<file path="src/rtl/averager_pkg.sv">
// rtl/averager_pkg.sv - shared defaults, address helper and readout state encoding for the averager
package averager_pkg;

    localparam int DEFAULT_FAST_COUNT_WIDTH = 13;
    localparam int SLOW_COUNT_WIDTH         = 19;
    localparam int ADDR_LSB                 = 2;

    typedef enum logic [1:0] {
        ST_IDLE  = 2'd0,
        ST_READ  = 2'd1,
        ST_DRAIN = 2'd2
    } rd_state_e;

endpackage

</file>
<file path="src/rtl/averager_reader_fifo.sv">
// rtl/averager_reader_fifo.sv - synchronous prefetch FIFO with a registered output word
module averager_reader_fifo #(
    parameter int DEPTH = 4,
    parameter int WIDTH = 33
) (
    input  logic                       clk,
    input  logic                       rst,
    input  logic                       push_i,
    input  logic [WIDTH-1:0]           push_data_i,
    input  logic                       pop_i,
    output logic                       out_valid_o,
    output logic [WIDTH-1:0]           out_data_o,
    output logic [$clog2(DEPTH)+1:0]   count_o
);

    localparam int AW = $clog2(DEPTH);

    logic [WIDTH-1:0] mem_q [DEPTH];
    logic [AW-1:0]    wr_ptr_q, wr_ptr_d;
    logic [AW-1:0]    rd_ptr_q, rd_ptr_d;
    logic [AW:0]      mcnt_q, mcnt_d;
    logic             out_valid_q, out_valid_d;
    logic [WIDTH-1:0] out_data_q, out_data_d;
    logic             load_out, take, bypass, mem_we;

    // The output register is refilled from memory first; an empty memory lets a push bypass straight in.
    always_comb begin
        wr_ptr_d    = wr_ptr_q;
        rd_ptr_d    = rd_ptr_q;
        mcnt_d      = mcnt_q;
        out_valid_d = out_valid_q;
        out_data_d  = out_data_q;
        load_out    = !out_valid_q || pop_i;
        take        = load_out && (mcnt_q != '0);
        bypass      = load_out && (mcnt_q == '0) && push_i;
        mem_we      = push_i && !bypass;
        if (take) begin
            out_data_d  = mem_q[rd_ptr_q];
            out_valid_d = 1'b1;
            rd_ptr_d    = rd_ptr_q + AW'(1);
        end else if (bypass) begin
            out_data_d  = push_data_i;
            out_valid_d = 1'b1;
        end else if (load_out) begin
            out_valid_d = 1'b0;
        end
        if (mem_we) begin
            wr_ptr_d = wr_ptr_q + AW'(1);
        end
        mcnt_d = mcnt_q + (AW+1)'(mem_we) - (AW+1)'(take);
    end

    always_ff @(posedge clk) begin
        if (rst) begin
            wr_ptr_q    <= '0;
            rd_ptr_q    <= '0;
            mcnt_q      <= '0;
            out_valid_q <= 1'b0;
            out_data_q  <= '0;
        end else begin
            wr_ptr_q    <= wr_ptr_d;
            rd_ptr_q    <= rd_ptr_d;
            mcnt_q      <= mcnt_d;
            out_valid_q <= out_valid_d;
            out_data_q  <= out_data_d;
        end
    end

    always_ff @(posedge clk) begin
        if (mem_we) begin
            mem_q[wr_ptr_q] <= push_data_i;
        end
    end

    assign out_valid_o = out_valid_q;
    assign out_data_o  = out_data_q;
    assign count_o     = {1'b0, mcnt_q} + (AW+2)'(out_valid_q);

endmodule

</file>
<file path="src/rtl/averager_reader.sv">
// rtl/averager_reader.sv - reads accumulated sums from BRAM port B, normalises them and streams one frame
module averager_reader
    import averager_pkg::*;
#(
    parameter int FAST_COUNT_WIDTH = DEFAULT_FAST_COUNT_WIDTH,
    parameter int DATA_WIDTH       = 32,
    parameter int SHIFT_WIDTH      = 5,
    parameter int READ_LATENCY     = 2,
    parameter int FIFO_DEPTH       = 4
) (
    input  logic                               clk,
    input  logic                               rst,
    input  logic                               start,
    input  logic [FAST_COUNT_WIDTH-1:0]        count_max,
    input  logic [SHIFT_WIDTH-1:0]             shift,
    input  logic [SLOW_COUNT_WIDTH-1:0]        n_avg,
    output logic                               busy,
    output logic                               done,
    output logic [SLOW_COUNT_WIDTH-1:0]        n_avg_out,
    output logic [FAST_COUNT_WIDTH+ADDR_LSB-1:0] bram_addr,
    output logic                               bram_en,
    input  logic [DATA_WIDTH-1:0]              bram_rddata,
    output logic [DATA_WIDTH-1:0]              m_axis_tdata,
    output logic                               m_axis_tvalid,
    input  logic                               m_axis_tready,
    output logic                               m_axis_tlast
);

    localparam int FAW = $clog2(FIFO_DEPTH);
    localparam int CW  = FAW + 3;

    rd_state_e                    state_q, state_d;
    logic [FAST_COUNT_WIDTH-1:0]  rd_idx_q, rd_idx_d;
    logic [FAST_COUNT_WIDTH-1:0]  land_idx_q, land_idx_d;
    logic [FAST_COUNT_WIDTH-1:0]  count_max_q, count_max_d;
    logic [SHIFT_WIDTH-1:0]       shift_q, shift_d;
    logic [SLOW_COUNT_WIDTH-1:0]  n_avg_q, n_avg_d;
    logic [READ_LATENCY-1:0]      vld_q, vld_d;
    logic                         done_q, done_d;

    logic [FAW+1:0]               fifo_count;
    logic [DATA_WIDTH:0]          fifo_out;
    logic [DATA_WIDTH:0]          push_data;
    logic                         fifo_valid;
    logic                         fifo_last;
    logic [CW-1:0]                inflight;
    logic [CW-1:0]                occupancy;
    logic                         credit;
    logic                         pop;
    logic                         land;
    logic signed [DATA_WIDTH-1:0] shifted;

    assign pop       = fifo_valid && m_axis_tready;
    assign fifo_last = fifo_out[DATA_WIDTH];
    assign land      = vld_q[READ_LATENCY-1];
    assign shifted   = $signed(bram_rddata) >>> shift_q;
    assign push_data = {(land_idx_q == count_max_q), shifted};

    // A slot freed by this cycle's pop can be reused: the new read lands at least one cycle later.
    always_comb begin
        inflight = '0;
        for (int i = 0; i < READ_LATENCY; i++) begin
            inflight = inflight + CW'(vld_q[i]);
        end
        occupancy = inflight + CW'(fifo_count) - CW'(pop);
        credit    = occupancy < CW'(FIFO_DEPTH);
        bram_en   = (state_q == ST_READ) && credit;
    end

    always_comb begin
        state_d     = state_q;
        rd_idx_d    = rd_idx_q;
        land_idx_d  = land_idx_q;
        count_max_d = count_max_q;
        shift_d     = shift_q;
        n_avg_d     = n_avg_q;
        done_d      = 1'b0;
        vld_d       = '0;
        vld_d[0]    = bram_en;
        for (int i = 1; i < READ_LATENCY; i++) begin
            vld_d[i] = vld_q[i-1];
        end
        if (land) begin
            land_idx_d = land_idx_q + FAST_COUNT_WIDTH'(1);
        end
        case (state_q)
            ST_IDLE: begin
                if (start) begin
                    count_max_d = count_max;
                    shift_d     = shift;
                    n_avg_d     = n_avg;
                    rd_idx_d    = '0;
                    land_idx_d  = '0;
                    state_d     = ST_READ;
                end
            end
            ST_READ: begin
                if (bram_en) begin
                    if (rd_idx_q == count_max_q) begin
                        state_d = ST_DRAIN;
                    end else begin
                        rd_idx_d = rd_idx_q + FAST_COUNT_WIDTH'(1);
                    end
                end
            end
            ST_DRAIN: begin
                if (pop && fifo_last) begin
                    state_d = ST_IDLE;
                    done_d  = 1'b1;
                end
            end
            default: state_d = ST_IDLE;
        endcase
    end

    always_ff @(posedge clk) begin
        if (rst) begin
            state_q     <= ST_IDLE;
            rd_idx_q    <= '0;
            land_idx_q  <= '0;
            count_max_q <= '0;
            shift_q     <= '0;
            n_avg_q     <= '0;
            vld_q       <= '0;
            done_q      <= 1'b0;
        end else begin
            state_q     <= state_d;
            rd_idx_q    <= rd_idx_d;
            land_idx_q  <= land_idx_d;
            count_max_q <= count_max_d;
            shift_q     <= shift_d;
            n_avg_q     <= n_avg_d;
            vld_q       <= vld_d;
            done_q      <= done_d;
        end
    end

    averager_reader_fifo #(
        .DEPTH (FIFO_DEPTH),
        .WIDTH (DATA_WIDTH + 1)
    ) u_fifo (
        .clk         (clk),
        .rst         (rst),
        .push_i      (land),
        .push_data_i (push_data),
        .pop_i       (pop),
        .out_valid_o (fifo_valid),
        .out_data_o  (fifo_out),
        .count_o     (fifo_count)
    );

    assign busy          = (state_q != ST_IDLE);
    assign done          = done_q;
    assign n_avg_out     = n_avg_q;
    assign bram_addr     = {rd_idx_q, {ADDR_LSB{1'b0}}};
    assign m_axis_tvalid = fifo_valid;
    assign m_axis_tdata  = fifo_out[DATA_WIDTH-1:0];
    // The stored last flag outlives the beat, so it is only shown alongside tvalid.
    assign m_axis_tlast  = fifo_valid && fifo_last;

endmodule

</file>
<file path="config.mk">
export PLATFORM = sky130hd
export DESIGN_NAME = averager_reader
export DESIGN_NICKNAME = d
export VERILOG_FILES = /design/src/rtl/averager_pkg.sv /design/src/rtl/averager_reader_fifo.sv /design/src/rtl/averager_reader.sv
export SDC_FILE = /design/constraint.sdc
export NUM_CORES = 1
export LEC_CHECK = 0
export ABC_CLOCK_PERIOD_IN_PS = 8900
export CORE_ASPECT_RATIO = 0.5
export CORE_MARGIN = 5
export CORE_UTILIZATION = 35
export DETAILED_ROUTE_END_ITERATION = 10
export REMOVE_ABC_BUFFERS = 1
export SYNTH_ARGS = -nofsm -noshare
export SYNTH_HDL_FRONTEND = slang
export SYNTH_SLANG_ARGS = --single-unit
</file>
<file path="constraint.sdc">
create_clock -name clk -period 8.9 [get_ports clk]
set_input_delay 0.89 -clock clk [delete_from_list [all_inputs] [get_ports clk]]
set_output_delay 0.89 -clock clk [all_outputs]
set_load 0.02 [all_outputs]
</file>
==> results of run 1 <==
power by group through the flow:
stage / registers, W / logic [W] / clock network [W]
floorplan: 0.00156 / 0.000690 / 0
global placement: 0.00146 / 0.00130 / 0
detailed placement: 0.00146 / 0.00133 / 0
CTS: 0.00144 / 0.00133 / 0.00103
global route: 0.00145 / 0.00144 / 0.00108
finish: 0.00143 / 0.00132 / 0.00100
layout by cell type, fill, tap and decap left out, drive strengths merged, types with 27 or more instances in the layout:
cell type / count
mux4: 69
clkbuf: 32
mux2i: 32
dfxtp: 111
o21ai: 37
nor2: 90
nand2: 142
edfxtp: 132
clkdlybuf4s50: 140
xnor2: 27
a21oi: 78
cell usage after synthesis, types with 10 or more instances:
cell type and number:
nand2_1 142, edfxtp_1 132, dfxtp_1 111, nor2_1 90, a21oi_1 78, mux4_2 69, clkbuf_1 48, buf_4 38
mux2i_1 32, xnor2_1 27, o21ai_1 24, a211oi_1 23, nand3_1 23, inv_1 19, xor2_1 15, and2_1 14
ha_1 14, nor3_1 13, o21ai_0 13, mux2_2 12, buf_2 11, or3_1 11, and3_1 10, buf_1 10
through the flow:
stage | hold WS [ns] | worst slack [ns] | util | total power, W | instance area, um^2
after CTS | 0.458 | 3.97 | 0.424 | 0.00380 | 14700
after global placement | 0.444 | 4.05 | 0.402 | 0.00276 | 13900
final | 0.457 | 3.99 | 0.424 | 0.00375 | 14700
after detailed placement | 0.450 | 3.99 | 0.402 | 0.00279 | 13900
after global routing | 0.482 | 3.88 | 0.424 | 0.00397 | 14700
after floorplan | 0.453 | 5.11 | - | 0.00225 | 11800
flip-flops by register name (all words and copies together) (netlist names), 2 cells and up, named ones only:
name and cells:
u_fifo.rd_ptr_q 2, count_max_q 13, land_idx_q 13, rd_idx_q 13
u_fifo.mcnt_q 3, shift_q 5, u_fifo.wr_ptr_q 2, n_avg_out 19
u_fifo.mem_q 132, state_q 2, vld_q 2, u_fifo.out_data_o 33
area by class of cell:
type	instances	area (um^2)
clock buffers	32	676
clock inverters	14	105
fillers	3256	20000
inverters	22	82.6
multi-input cells	724	5510
flip-flops and latches	243	6190
well taps	475	594
repair buffers	159	1540
layer usage:
layer,vias to the layer above,routed length (um)
met2,263,15900
met5,-,0
met3,44,1810
li1,4190,-
met1,4495,14200
met4,0,661
worst min-delay path, stage by stage (launching register included):
cell	delay, ns
dfxtp_1	0.31
nand2_1	0.05
a21oi_1	0.05
cell families (layout without fill, tap and decap cells):
family / after synthesis / count (layout) / synth area share
compound gates: 205 / 205 / 0.106
xor+xnor: 42 / 42 / 0.0298
fa+ha+maj: 16 / 16 / 0.0174
buf+inv: 130 / 227 / 0.0528
flops: 243 / 243 / 0.501
mux: 119 / 119 / 0.168
other cells: 1 / 2 / 0.000304
simple gates: 340 / 340 / 0.124
worst max-delay path by stage:
stage,start,to,slack [ns]
6_report,m_axis_tready,bram_en,3.99
3_5_place_dp,m_axis_tready,bram_en,3.99
3_3_place_gp,m_axis_tready,bram_en,4.05
2_1_floorplan,m_axis_tready,rd_idx_q[10],5.11
4_1_cts,m_axis_tready,bram_en,3.97
5_1_grt,m_axis_tready,bram_en,3.88
==> run summary, run 1 <==
outcome - complete, no violations
total grt overflow - 0
I/O pins - 144
Syn Inst Count - 1096
critical path class - in -> out
Yosys top cell by area - edfxtp_1
CTS resizes - 0
ys flop type - edfxtp_1
Worst Path Buf+Inv - 3
first-pass GRT wire length - 51100 um
pwr/cell area - 255 nW/um^2
library cells used by synthesis - 70
Fin. Hold Viols - 0
post-synth top area share - 0.321
max-cap violation count - 0
startpoint type of the worst setup path - input port
Most Crowded Layer GR - met2
Final ANT Viol Nets - 0
Synthesis Warnings - 0
P_sw - 0.00130 W
Switching Fraction - 0.346
combinational share of power - 0.352
placed insts - 1623
Post-Syn Area - 12300 um^2
Arr. time, crit path - 4.02 ns
Die Ht - 143 um
reg2reg path depth - 11
Worst EP required - 8.01 ns
Clk pwr share - 0.267
Hold Path Origin - n_avg_out[5]
DR pass1 iterations - 5
HPWL after DPL - 21900 um
Crit. End Element - primary output
Final min period - 4.91 ns
# diodes - 0
fin cells - 1669
part of the cycle the worst path needs - 0.552
Sink Count - 243
WL final - 32600 um
CTS root buf - clkbuf_16
met2 Track Usage GR - 0.273
Iter 0 DRT Violations - 739
die area - 39300 um^2
die outline width - 276 um
Placer Congestion - 0.878
Crit Path Max Fanout - 3
hold_buf cts - 0
H-tree depth - 1
# rows - 48
WL per Instance - 19.6 um
antenna violations before repair - 0
CTS tree - built
grt met1 use - 0.221
Area Overhead vs Synth - 19.1%
Fmax - 0.204 GHz
LEAKAGE - 4.86 nW
hold path depth - 2
synth top area cells - edfxtp_1, dfxtp_1, mux4_2, nand2_1, a21oi_1
maximum VDD drop - 0.139 mV
pins over their slew limit - 0
RSZ-0062 raised after global routing - no
Core Region - 34700 um^2
Sequential Power Share - 0.381
CP delay by family, top - buffers and inverters
largest net degree at the start of global routing - 84
Slowest cell on crit path - clkdlybuf4s50_1
GR Util All Layers - 0.162
R2R Path Start - vld_q[1]
crit-path cells - clkdlybuf4s50_1 -> and2_1 -> ha_1 -> inv_1 -> ha_1 -> ha_1 -> or4b_1 -> or4_4 -> a31oi_4 -> clkdlybuf4s50_1
Post-synth EDFFs - 132
Via density - 5.39
Initial Util - 0.356
Internal - 0.00246 W
Residual DRC - 0
CP peak stage delay - 0.63 ns
routed vias - 8992
Buffers on Ports - 141
R2R Setup Slk - 5.24 ns
clk_lat worst skew - 0.54 ns
RR Endpoint - rd_idx_q[10]
met3 usage - 0.0267
Nets - 1264
Worst-path clk slew - 0.06 ns
TritonCTS Buffers - 25
Avg Cell Area, Syn - 11.3 um^2
Async S/R FF share, synth - 0
Setup-failing EPs final - 0
setup bufs post-CTS - 0
measured slew at the worst slew-check pin - 1.02 ns
vias in the first global route - 9006
WP depth - 10
Setup TNS - 0 ns
flops & latches, synth - 243
CTS Buffer Depth - 3
Relative slew margins - 0.309
share of layout cells above drive strength 1 - 0.126
sequential element share of the synthesized area - 0.501
worst min path class - reg -> reg
skew final - 0.0122 ns
most used cell, CP - ha_1
Worst Hold End - n_avg_out[5]
Power figures use the tool's default switching activity.
==> inputs of run 2 (changes only) <==
--- a/config.mk
+++ b/config.mk
@@ -5,7 +5,7 @@
 export SDC_FILE = /design/constraint.sdc
 export NUM_CORES = 1
 export LEC_CHECK = 0
-export ABC_CLOCK_PERIOD_IN_PS = 8900
+export ABC_CLOCK_PERIOD_IN_PS = 4420
 export CORE_ASPECT_RATIO = 0.5
 export CORE_MARGIN = 5
 export CORE_UTILIZATION = 35
==> constraint.sdc (replaced) <==
create_clock -name clk -period 4.42 [get_ports clk]
set_input_delay 0.442 -clock clk [delete_from_list [all_inputs] [get_ports clk]]
set_output_delay 0.442 -clock clk [all_outputs]
set_load 0.02 [all_outputs]
==> run 2 against run 1 <==
Power up 99%. Clock-buffer cell count up 5. Sequential power up 100%. Largest cell class unchanged.
==> run summary, run 2 (same netlist as run 1, synthesis figures left out) <==
CP delay by family, top - buffers and inverters
Iter 0 DRT Violations - 598 (-19%)
WL final - 32800 um (+0.53%)
Placer Congestion - 0.894 (+1.8%)
Setup TNS - 0 ns (unchanged)
hold_buf cts - 0 (unchanged)
routed vias - 8882 (-1.2%)
pins over their slew limit - 0 (unchanged)
Finished Cell Area - 14700 um^2 (about the same)
total grt overflow - 0 (unchanged)
die area - 39300 um^2 (unchanged)
die outline width - 276 um (unchanged)
measured slew at the worst slew-check pin - 1.09 ns (+0.0679 ns)
CTS resizes - 0 (unchanged)
most flop-heavy register - u_fifo.mem_q
GR Util All Layers - 0.163 (+0.000544)
# diodes - 0 (unchanged)
antenna violations before repair - 0 (unchanged)
Sink Count - 243 (unchanged)
RSZ-0062 raised after global routing - no
maximum VDD drop - 0.238 mV (+71%)
Power, Total - 0.00748 W (+99%)
H-tree depth - 1 (unchanged)
TritonCTS Buffers - 24 (-4.0%)
Worst EP required - 3.98 ns (-4.03 ns)
part of the cycle the worst path needs - 0.908
crit-path cells - buf_4 -> inv_1 -> ha_1 -> fa_1 -> inv_1 -> ha_1 -> and3b_1 -> or4_4 -> a31oi_4 -> clkdlybuf4s50_1
WP depth - 10 (unchanged)
startpoint type of the worst setup path - register
Nets - 1268 (+0.32%)
Final min period - 4.01 ns
Final ANT Viol Nets - 0 (unchanged)
DR pass1 iterations - 5 (unchanged)
outcome - complete, no violations
WL per Instance - 19.6 um (+0.35%)
share of layout cells above drive strength 1 - 0.122 (-0.00366)
skew final - 0.0102 ns (-0.00206 ns)
Area Overhead vs Synth - 19.1% (about the same)
clk_lat worst skew - 0.52 ns (-0.02 ns)
R2R Setup Slk - 1.05 ns (-4.19 ns)
critical path class - reg -> out
Initial Util - 0.356 (unchanged)
setup bufs post-CTS - 0 (unchanged)
Worst-path clk slew - 0.06 ns (about the same)
Crit. End Element - primary output
RR Endpoint - rd_idx_q[2]
Worst Path Buf+Inv - 4 (+1)
Core Region - 34700 um^2 (unchanged)
HPWL after DPL - 22800 um (+3.9%)
first-pass GRT wire length - 51200 um (about the same)
Slowest cell on crit path - clkdlybuf4s50_1
vias in the first global route - 9035 (+0.32%)
largest net degree at the start of global routing - 89 (+6.0%)
worst min path class - reg -> reg
Residual DRC - 0 (unchanged)
max reg flops - 132 (unchanged)
CP peak stage delay - 0.63 ns (about the same)
Fmax - 0.249 GHz
Worst Hold End - n_avg_out[11]
hold path depth - 2 (unchanged)
reg2reg path depth - 12 (+1)
Setup-failing EPs final - 0 (unchanged)
Relative slew margins - 0.267 (-0.0425)
I/O pins - 144 (unchanged)
pwr/cell area - 509 nW/um^2 (+99%)
cell area after placement - 14000 um^2 (+0.27%)
CTS tree - built
most common cell after layout, fill and taps aside - nand2_1
Crit Path Max Fanout - 15 (+12)
R2R Path Start - vld_q[1]
CTS Buffer Depth - 3 (unchanged)
Fin. Hold Viols - 0 (unchanged)
Via density - 5.31 (-1.4%)
max-cap violation count - 0 (unchanged)
Buffers on Ports - 141 (unchanged)
# rows - 48 (unchanged)
CTS root buf - clkbuf_16
Die Ht - 143 um (unchanged)
commonest non-fill, non-tap cells in the layout - nand2_1, clkdlybuf4s50_1, edfxtp_1
Arr. time, crit path - 3.57 ns (-0.45 ns)
LEAKAGE - 4.86 nW (about the same)
Hold Path Origin - n_avg_out[11]
==> run 2: area by class of cell <==
type / count / area, um^2
Clock buffer: 37 / 681
Clock inverter: 7 / 56.3
Timing Repair Buffer: 164 / 1580
Multi-Input combinational cell: 724 / 5510
Tap cell: 475 / 594
Inverter: 22 / 82.6
Sequential cell: 243 / 6190
Fill cell: 3266 / 20000
==> run 2: worst max-delay path by stage <==
stage	from	to	slack [ns]
after floorplan	shift_q[1]	u_fifo.out_data_o[5]	0.71
after global placement	m_axis_tready	bram_en	0.47
after detailed placement	m_axis_tready	bram_en	0.43
after CTS	vld_q[1]	bram_en	0.36
after global routing	vld_q[1]	bram_en	0.20
final	vld_q[1]	bram_en	0.41
==> run 2: power by group <==
group,internal [W],leakage (nW),switching [W]
registers,0.00268,2.10,0.000229
logic,0.00113,2.40,0.00151
clock network,0.00112,0.359,0.000820
total,0.00492,4.86,0.00256
==> run 2: per-layer routing <==
| metal | vias to the layer above | routed length [um] | GRT usage |
|---|---|---|---|
| li1 | 4197 | - | - |
| met1 | 4436 | 14600 | 0.223 |
| met2 | 207 | 16100 | 0.281 |
| met3 | 42 | 1570 | 0.0218 |
| met4 | 0 | 554 | 0.0338 |
| met5 | - | 0 | 0 |
==> run 2: stage by stage <==
stage / hold WS [ns] / setup slack [ns] / util / std cells
after global routing: 0.470 / 0.201 / 0.424 / 1672
after floorplan: 0.453 / 0.707 / - / 989
final: 0.452 / 0.408 / 0.424 / 1672
after CTS: 0.451 / 0.358 / 0.424 / 1672
after global placement: 0.445 / 0.467 / 0.403 / 1628
after detailed placement: 0.448 / 0.430 / 0.403 / 1628
==> run 2: tightest hold or removal path: stages, from the launching register on <==
cell	delay, ns
dfxtp_1	0.30
nand2_1	0.05
a21oi_1	0.05
